$ cat src/rtl/dmem_mmio.sv
// dmem_mmio
// Data-side memory responder for the pipelined RISC-V core's Memory stage.
// It holds a word-addressed data RAM plus a small memory-mapped peripheral
// set: a GPIO output register, a free-running cycle counter, a compare timer
// with a sticky flag, and a byte transmit FIFO drained over valid/ready.
//
// Address map (word address = ALUResultM[31:2]):
//   0x0000_0000 .. RAM_WORDS*4-1 : data RAM
//   0x8000_0000 GPIO        read/write
//   0x8000_0004 CYCLE       read-only, writes ignored
//   0x8000_0008 TIMER_CMP   read/write
//   0x8000_000C STATUS      bit0 timer flag (W1C), bit1 full, bit2 empty,
//                           bits[5:3] count, bit6 overflow (W1C)
//   0x8000_0010 TX_DATA     write pushes WriteDataM[7:0], reads return 0
//   anything else           reads 0, writes ignored
//
// Ports:
//   clk         clock, rising edge
//   reset       synchronous active-high reset (RAM is not reset)
//   MemWriteM   store strobe from the M stage
//   ALUResultM  byte address, bits [1:0] ignored
//   WriteDataM  store data
//   ReadDataM   load data, combinational from the address
//   gpio_out    GPIO register value
//   timer_irq   timer flag
//   tx_data     FIFO head byte, 0 when empty
//   tx_valid    FIFO not empty
//   tx_ready    consumer accepts the head byte
module dmem_mmio #(
  parameter int RAM_WORDS  = 64,
  parameter int FIFO_DEPTH = 4
) (
  input  logic        clk,
  input  logic        reset,
  input  logic        MemWriteM,
  input  logic [31:0] ALUResultM,
  input  logic [31:0] WriteDataM,
  output logic [31:0] ReadDataM,
  output logic [31:0] gpio_out,
  output logic        timer_irq,
  output logic [7:0]  tx_data,
  output logic        tx_valid,
  input  logic        tx_ready
);

  localparam int RamAw = $clog2(RAM_WORDS);
  localparam int PtrW  = $clog2(FIFO_DEPTH);
  localparam logic [2:0] DepthCount = 3'(FIFO_DEPTH);

  localparam logic [29:0] WaGpio   = 30'h2000_0000;
  localparam logic [29:0] WaCycle  = 30'h2000_0001;
  localparam logic [29:0] WaCmp    = 30'h2000_0002;
  localparam logic [29:0] WaStatus = 30'h2000_0003;
  localparam logic [29:0] WaTxData = 30'h2000_0004;

  logic [29:0]      wordAddr;
  logic             isRam;
  logic [RamAw-1:0] ramIdx;
  logic             unusedAddrBits;

  logic [31:0] ram [RAM_WORDS];

  logic [31:0] cycleCount;
  logic [31:0] timerCmp;
  logic        timerFlag;
  logic        overflow;

  logic [7:0]      fifoMem [FIFO_DEPTH];
  logic [PtrW-1:0] rdPtr;
  logic [PtrW-1:0] wrPtr;
  logic [2:0]      count;
  logic            fifoFull;
  logic            fifoEmpty;
  logic            pushReq;
  logic            pushOk;
  logic            pop;

  logic        gpioWr;
  logic        cmpWr;
  logic        statusWr;
  logic        ramWr;
  logic [31:0] statusWord;

  // Address decode. RAM occupies the bottom of the map, so any set bit above
  // the RAM index pushes the access out of RAM (no aliasing into low words).
  assign wordAddr       = ALUResultM[31:2];
  assign isRam          = (ALUResultM[31:RamAw+2] == '0);
  assign ramIdx         = ALUResultM[RamAw+1:2];
  assign unusedAddrBits = ^ALUResultM[1:0];

  assign ramWr    = MemWriteM && isRam;
  assign gpioWr   = MemWriteM && (wordAddr == WaGpio);
  assign cmpWr    = MemWriteM && (wordAddr == WaCmp);
  assign statusWr = MemWriteM && (wordAddr == WaStatus);
  assign pushReq  = MemWriteM && (wordAddr == WaTxData);

  // FIFO handshake. A push into a full FIFO is still accepted when the head
  // leaves in the same cycle, because the slot it vacates is reused.
  assign fifoFull  = (count == DepthCount);
  assign fifoEmpty = (count == 3'd0);
  assign pop       = !fifoEmpty && tx_ready;
  assign pushOk    = pushReq && (!fifoFull || pop);

  assign tx_valid  = !fifoEmpty;
  assign tx_data   = fifoEmpty ? 8'h00 : fifoMem[rdPtr];
  assign timer_irq = timerFlag;

  assign statusWord = {25'd0, overflow, count, fifoEmpty, fifoFull, timerFlag};

  // Data RAM: no reset, contents survive a mid-run reset.
  always_ff @(posedge clk) begin
    if (ramWr) begin
      ram[ramIdx] <= WriteDataM;
    end
  end

  // Load path. Registers are read before the edge, so a same-cycle store or
  // counter tick is never visible until the following cycle.
  always_comb begin
    ReadDataM = 32'd0;
    if (isRam) begin
      ReadDataM = ram[ramIdx];
    end else begin
      case (wordAddr)
        WaGpio:   ReadDataM = gpio_out;
        WaCycle:  ReadDataM = cycleCount;
        WaCmp:    ReadDataM = timerCmp;
        WaStatus: ReadDataM = statusWord;
        default:  ReadDataM = 32'd0;
      endcase
    end
  end

  // Peripheral registers. For both sticky flags the set condition is tested
  // first so a set arriving with a W1C in the same cycle wins.
  always_ff @(posedge clk) begin
    if (reset) begin
      gpio_out   <= 32'd0;
      cycleCount <= 32'd0;
      timerCmp   <= 32'hFFFF_FFFF;
      timerFlag  <= 1'b0;
      overflow   <= 1'b0;
    end else begin
      cycleCount <= cycleCount + 32'd1;
      if (gpioWr) begin
        gpio_out <= WriteDataM;
      end
      if (cmpWr) begin
        timerCmp <= WriteDataM;
      end
      if (cycleCount == timerCmp) begin
        timerFlag <= 1'b1;
      end else if (statusWr && WriteDataM[0]) begin
        timerFlag <= 1'b0;
      end
      if (pushReq && !pushOk) begin
        overflow <= 1'b1;
      end else if (statusWr && WriteDataM[6]) begin
        overflow <= 1'b0;
      end
    end
  end

  // FIFO storage has no reset; emptiness is tracked by count alone.
  always_ff @(posedge clk) begin
    if (pushOk) begin
      fifoMem[wrPtr] <= WriteDataM[7:0];
    end
  end

  // FIFO pointers and occupancy. Depth is a power of two so the pointers
  // wrap naturally; a simultaneous push and pop leaves count unchanged.
  always_ff @(posedge clk) begin
    if (reset) begin
      rdPtr <= '0;
      wrPtr <= '0;
      count <= 3'd0;
    end else begin
      if (pushOk) begin
        wrPtr <= wrPtr + PtrW'(1);
      end
      if (pop) begin
        rdPtr <= rdPtr + PtrW'(1);
      end
      case ({pushOk, pop})
        2'b10:   count <= count + 3'd1;
        2'b01:   count <= count - 3'd1;
        default: count <= count;
      endcase
    end
  end

endmodule

$ cat config.mk
export PLATFORM = sky130hd
export DESIGN_NAME = dmem_mmio
export DESIGN_NICKNAME = d
export VERILOG_FILES = /design/src/rtl/dmem_mmio.sv
export SDC_FILE = /design/constraint.sdc
export NUM_CORES = 2
export LEC_CHECK = 0
export BUFFER_PORTS_ARGS = -buffer_cell sky130_fd_sc_hd__clkbuf_2
export CAP_MARGIN = 20
export CORE_MARGIN = 5
export CORE_UTILIZATION = 25
export CTS_CLUSTER_SIZE = 30
export DETAILED_ROUTE_END_ITERATION = 8
export PLACE_DENSITY_LB_ADDON = 0.3
export SYNTH_ARGS = -nofsm -noshare
export SYNTH_HDL_FRONTEND = slang
export SYNTH_SLANG_ARGS = --single-unit
$ cat constraint.sdc
create_clock -name clk -period 10.84 [get_ports clk]
set_input_delay 2.168 -clock clk [delete_from_list [all_inputs] [get_ports clk]]
set_output_delay 2.168 -clock clk [all_outputs]
set_load 0.03 [all_outputs]
# Yosys cells after proc, flatten, opt, wreduce, memory -nomap -nowiden
# Memories as Yosys holds them, arrays and structs flattened. A register that Yosys moved wholly into a read port is not among the register bits.
# Index checks and enable logic that the tools add are counted.
# totals
n_memories	2
register_bits	105
inputBits	68
output_inout_bits	74
mem_bits_rw	2080
word_cells	57
# mem_list
memory	words	word_bits	rd	rd_ports_with_merged_regs	write_ports	line	rtl
ram	64	32	1	0	1	61	logic [31:0] ram [RAM_WORDS];
fifoMem	4	8	1	1	1	68	logic [7:0] fifoMem [FIFO_DEPTH];
# classes
mux	14
n_reduce_logical	19
add_sub_neg	5
n_eq_ne	9
# op_table
cell	count
$eq A30 B30 Y1 const B	5
$pmux W32 S4	1
$add A32 B1 Y32 const B	1
$eq A32 B32 Y1	1
$mux W32	1
$logic_not A24 Y1	1
$logic_and A1 B1 Y1	10
$mux W1	8
$mux W8	1
$pmux W3 S2	1
$reduce_bool A2 Y1	3
$add A2 B1 Y2 const B	2
$mux W2	2
$add A3 B1 Y3 const B	1
$eq A3 B3 Y1 const B	1
$logic_not A1 Y1	3
$logic_not A3 Y1	1
$sub A3 B1 Y3 const B	1
$eq A2 B1 Y1 const B	1
$eq A2 B2 Y1 const B	1
$logic_or A1 B1 Y1	1

# Longest topological paths before layout
# logic_depth
depth_word	8
ltp_mapped	13
ltp_nobuf	11

# Worst setup path after synthesis
# Ideal clock, no wire load.
# synth_timing
path_type	in2out
from	input port ALUResultM[2]
to	output port ReadDataM[11]
setup_slack_ns	4.605
path_buffers	5
required_ns	8.672
arrival_ns	4.067
cell_stages	10
cell_sequence	buf_6 buf_6 or2_1 buf_2 buf_2 buf_1 o22ai_1 o21ai_0 and4bb_1 o22ai_1
# synth_via
elab_chain_cells	3
word_cells_on_any_way	7
cone_classes	eq/ne: 4; mux: 2; memory: 1
# synth_rtl
element	line	rtl
start, declared	36	input logic [31:0] ALUResultM,
parallel branches: the longest is 2 deep, another holds $mem_v2 Z64 W32	--	
$mux W32 (*)	121	if (isRam) begin
end, declared	38	output logic [31:0] ReadDataM,
# Mark *: on every way between the ends.

# Worst setup path in the final report
# layout_timing
from	input port ALUResultM[4]
to	output port ReadDataM[29]
# The elaborated chain is that of the path after synthesis.

==> flow_metrics.py <==
metrics = {
    "floorplanning": {
        "die_area_sq_um": 355500,
        "dieHeight_microns": 596.2,
        "start_util_pct": 25.07,
        "core_area_sq_um": 342700,
        "fp.dieW_microns": 596.2,
        "rows": 215,
        "io_pins": 142,
    },
    "cts": {
        "clock-sinks": 2187,
        "ctsHoldBuffers": 0,
        "cts-root-buf": "clkbuf_16",
        "ctsResizeCount": 0,
        "post_cts.repair.setup_buffers": 0,
        "cts_max_level": 4,
        "cts_tree": "built",
        "clk_latency_ns": 0.88,
        "clkSlewWorstSetupHoldPaths_ns": 0.06,
        "cts_buffers": 224,
        "ctsLongestPathBuffers": 4,
    },
    "synthesis": {
        "async_flop_share_pct": 0,
        "syn_inst": 5209,
        "syn_nets": 5284,
        "synth-edff-count": 2080,
        "synth_cell_type_count": 68,
        "synth.ff_latch_count": 2187,
        "syn_avg_cell_area_sq_um": 16.49,
        "ys.flop_type": "edfxtp_1",
        "yosys_warnings": 0,
        "syn_area_sq_um": 85910,
        "ys_seq_area_share_pct": 75.20,
    },
    "grt": {
        "antenna_found_initial": 27,
        "grt_max_degree": 130,
        "grt_pass1_wl_mm": 371.2,
        "grt.overflow.total": 0,
        "grt_use_total_pct": 14.40,
        "first_global_vias": 47696,
    },
    "worst_setup_path": {
        "end_kind": "output port",
        "path_class": "input pin to output port",
        "worstPathArrival_ns": 6.82,
        "startpoint_type": "input pin",
        "cp_max_fo": 48,
        "crit_required_ns": 8.67,
        "reg2reg_setup_slack_ns": 8.36,
    },
    "drt": {
        "wl_met2_mm": 121.0,
        "post_drt_via_cell_ratio": 4.860,
        "route.detailed.drc": 0,
        "drt-wirelength-per-cell_microns": 26.33,
        "wl_met1_mm": 121.5,
        "dr_wl_met3_mm": 18.81,
        "vias": 49176,
        "detail-route-antenna-nets": 0,
        "top_layer": "met5",
        "drt-pass1-iter-count": 8,
        "drt-initial-drc-count": 5560,
        "routed_wl_mm": 266.5,
    },
    "pwr": {
        "peakVddDrop_v": 0.0001278,
        "cellLeakagePower_nw": 32.31,
        "finalPower_w": 0.01744,
        "p_per_area_nw_per_um2": 175.4,
    },
    "cells_and_area": {
        "final_net_count": 5457,
        "final_common_cell": "edfxtp_1",
        "multi_input_area_sq_um": 19410,
        "final_cells": 10119,
        "fillers": 34056,
        "areaGrowthSynthToFinish_pct": 15.78,
        "final_cell_mix": "2080 x edfxtp_1, 509 x mux2i_1, 293 x nand2_1",
        "register_area_sq_um": 64600,
        "final_layout_size_suffix_gt1_share_pct": 13.94,
    },
    "timing": {
        "hold_viol": 0,
        "max_freq_mhz": 111.3,
        "fin_tns_setup_ns": 0,
        "worst_pin_slew_ns": 1.320,
        "setup_viol": 0,
        "slew_headroom_pct": 10.82,
        "fin_crit_sh_pct": 82.90,
        "drv_slew": 0,
        "fin_crit_ns": 8.986,
        "skew_ns": 0.05561,
        "rsz0062_at_grt": "no",
    },
    "placed_design": {
        "dp_hpwl_mm": 150.5,
        "gp_congestion": 0.8132,
        "port_buffers": 139,
        "dp.cells": 9713,
    },
    "flow_run": {
        "drv_cap": 0,
    },
    "outcome": {
        "status": "completed",
    },
    "worst_hold_path": {
        "hold_path.class": "register to register",
    },
}
==> registers in the layout (all words and copies together), names as in the netlist, named ones only <==
register,flops
gpio_out,32
fifoMem,32
rdPtr,2
wrPtr,2
count,3
ram,2048
timer_irq,1
cycleCount,32
overflow,1
timerCmp,32
==> final cells by class <==
class / count / share of cell area, %
multi-input combinational: 2460 / 19.51
tap: 4557 / 5.732
sequential: 2187 / 64.95
inverter: 194 / 0.7346
timing repair buffer: 315 / 2.235
antenna: 11 / 0.02767
clock inverter: 110 / 0.8466
clock buffer: 285 / 5.960
==> cell usage after synthesis (all sizes together), types with 4 or more instances <==
| cell type | number | area, sq um |
|---|---|---|
| nor3 | 39 | 200.2 |
| ha | 6 | 75.07 |
| o22a | 12 | 105.1 |
| o41ai | 27 | 236.5 |
| nand4 | 45 | 281.5 |
| o22ai | 282 | 1764 |
| a22oi | 27 | 202.7 |
| edfxtp | 2080 | 62460 |
| o32ai | 170 | 1489 |
| nor3b | 4 | 35.03 |
| buf | 209 | 1186 |
| or3 | 6 | 37.54 |
| nor2b | 8 | 50.05 |
| mux2 | 4 | 45.04 |
| o21ai | 71 | 355.3 |
| mux2i | 509 | 5095 |
| a22o | 8 | 70.07 |
| a21oi | 81 | 405.4 |
| xnor2 | 47 | 411.6 |
| a32o | 27 | 270.3 |
| nor4bb | 4 | 40.04 |
| and4bb | 23 | 287.8 |
| nand3 | 21 | 110.1 |
| nor4 | 15 | 121.4 |
| clkbuf | 159 | 598.1 |
| a221o | 86 | 860.8 |
| xor2 | 18 | 157.7 |
| or2 | 4 | 25.03 |
| nand3b | 33 | 247.7 |
| dfxtp | 107 | 2142 |
| mux4 | 73 | 1644 |
| a211oi | 5 | 37.54 |
| inv | 194 | 728.2 |
| nand2 | 296 | 1121 |
| and3 | 34 | 212.7 |
| nor2 | 251 | 944.7 |
| o31ai | 58 | 435.4 |
| a221oi | 132 | 1156 |
| nand2b | 5 | 31.28 |
| and2 | 14 | 87.58 |
==> critical path, cell delays in order <==
cell	delay, ns
buf_8	0.37
nand2b_4	0.76
nor2_1	0.12
o41ai_1	1.17
nand4_1	0.94
and4bb_1	0.65
o22ai_1	0.13
clkbuf_2	0.22
==> final timing paths <==
check,from,cells after the start,to
max,ALUResultM[4],8,ReadDataM[29]
max reg2reg,cycleCount[0]$_SDFF_PP0_,6,cycleCount[20]$_SDFF_PP0_
min reg2reg,overflow$_SDFFE_PP0P_,2,overflow$_SDFFE_PP0P_
min,overflow$_SDFFE_PP0P_,2,overflow$_SDFFE_PP0P_
==> per-layer routing <==
| metal | GRT usage, % | up-vias |
|---|---|---|
| li1 | - | 21203 |
| met1 | 20.96 | 25826 |
| met2 | 22.63 | 1812 |
| met3 | 2.429 | 327 |
| met4 | 2.908 | 8 |
| met5 | 0 | - |
==> kinds of logic (layout without fill, tap and decap cells) <==
group | after synthesis | in the layout | share of synthesized area, %
compound gates | 994 | 994 | 8.686
xor+xnor | 65 | 65 | 0.6627
fa+ha+maj | 7 | 7 | 0.1107
buf+inv | 562 | 904 | 2.924
flops | 2187 | 2187 | 75.20
mux | 586 | 586 | 7.897
other cells | 0 | 11 | 0
simple gates | 808 | 808 | 4.522
==> power breakdown <==
| group | internal (W) | switching, W |
|---|---|---|
| sequential | 0.00924 | 0.00000190 |
| clock | 0.00410 | 0.00318 |
| combinational | 0.000239 | 0.000679 |
| total | 0.0136 | 0.00386 |
==> stage by stage <==
step / setup WS (ns) / instance area (sq um) / hold slack (ns) / utilization (%)
finish: 1.854 / 99460 / 0.4834 / 29.02
global route: 1.985 / 99440 / 0.5119 / 29.01
CTS: 2.082 / 99440 / 0.4859 / 29.01
detailed placement: 2.083 / 92670 / 0.4769 / 27.04
global placement: 2.147 / 92670 / 0.4718 / 27.04
floorplan: 4.605 / 85910 / 0.4506 / -
(Power assumes the default switching activity.)
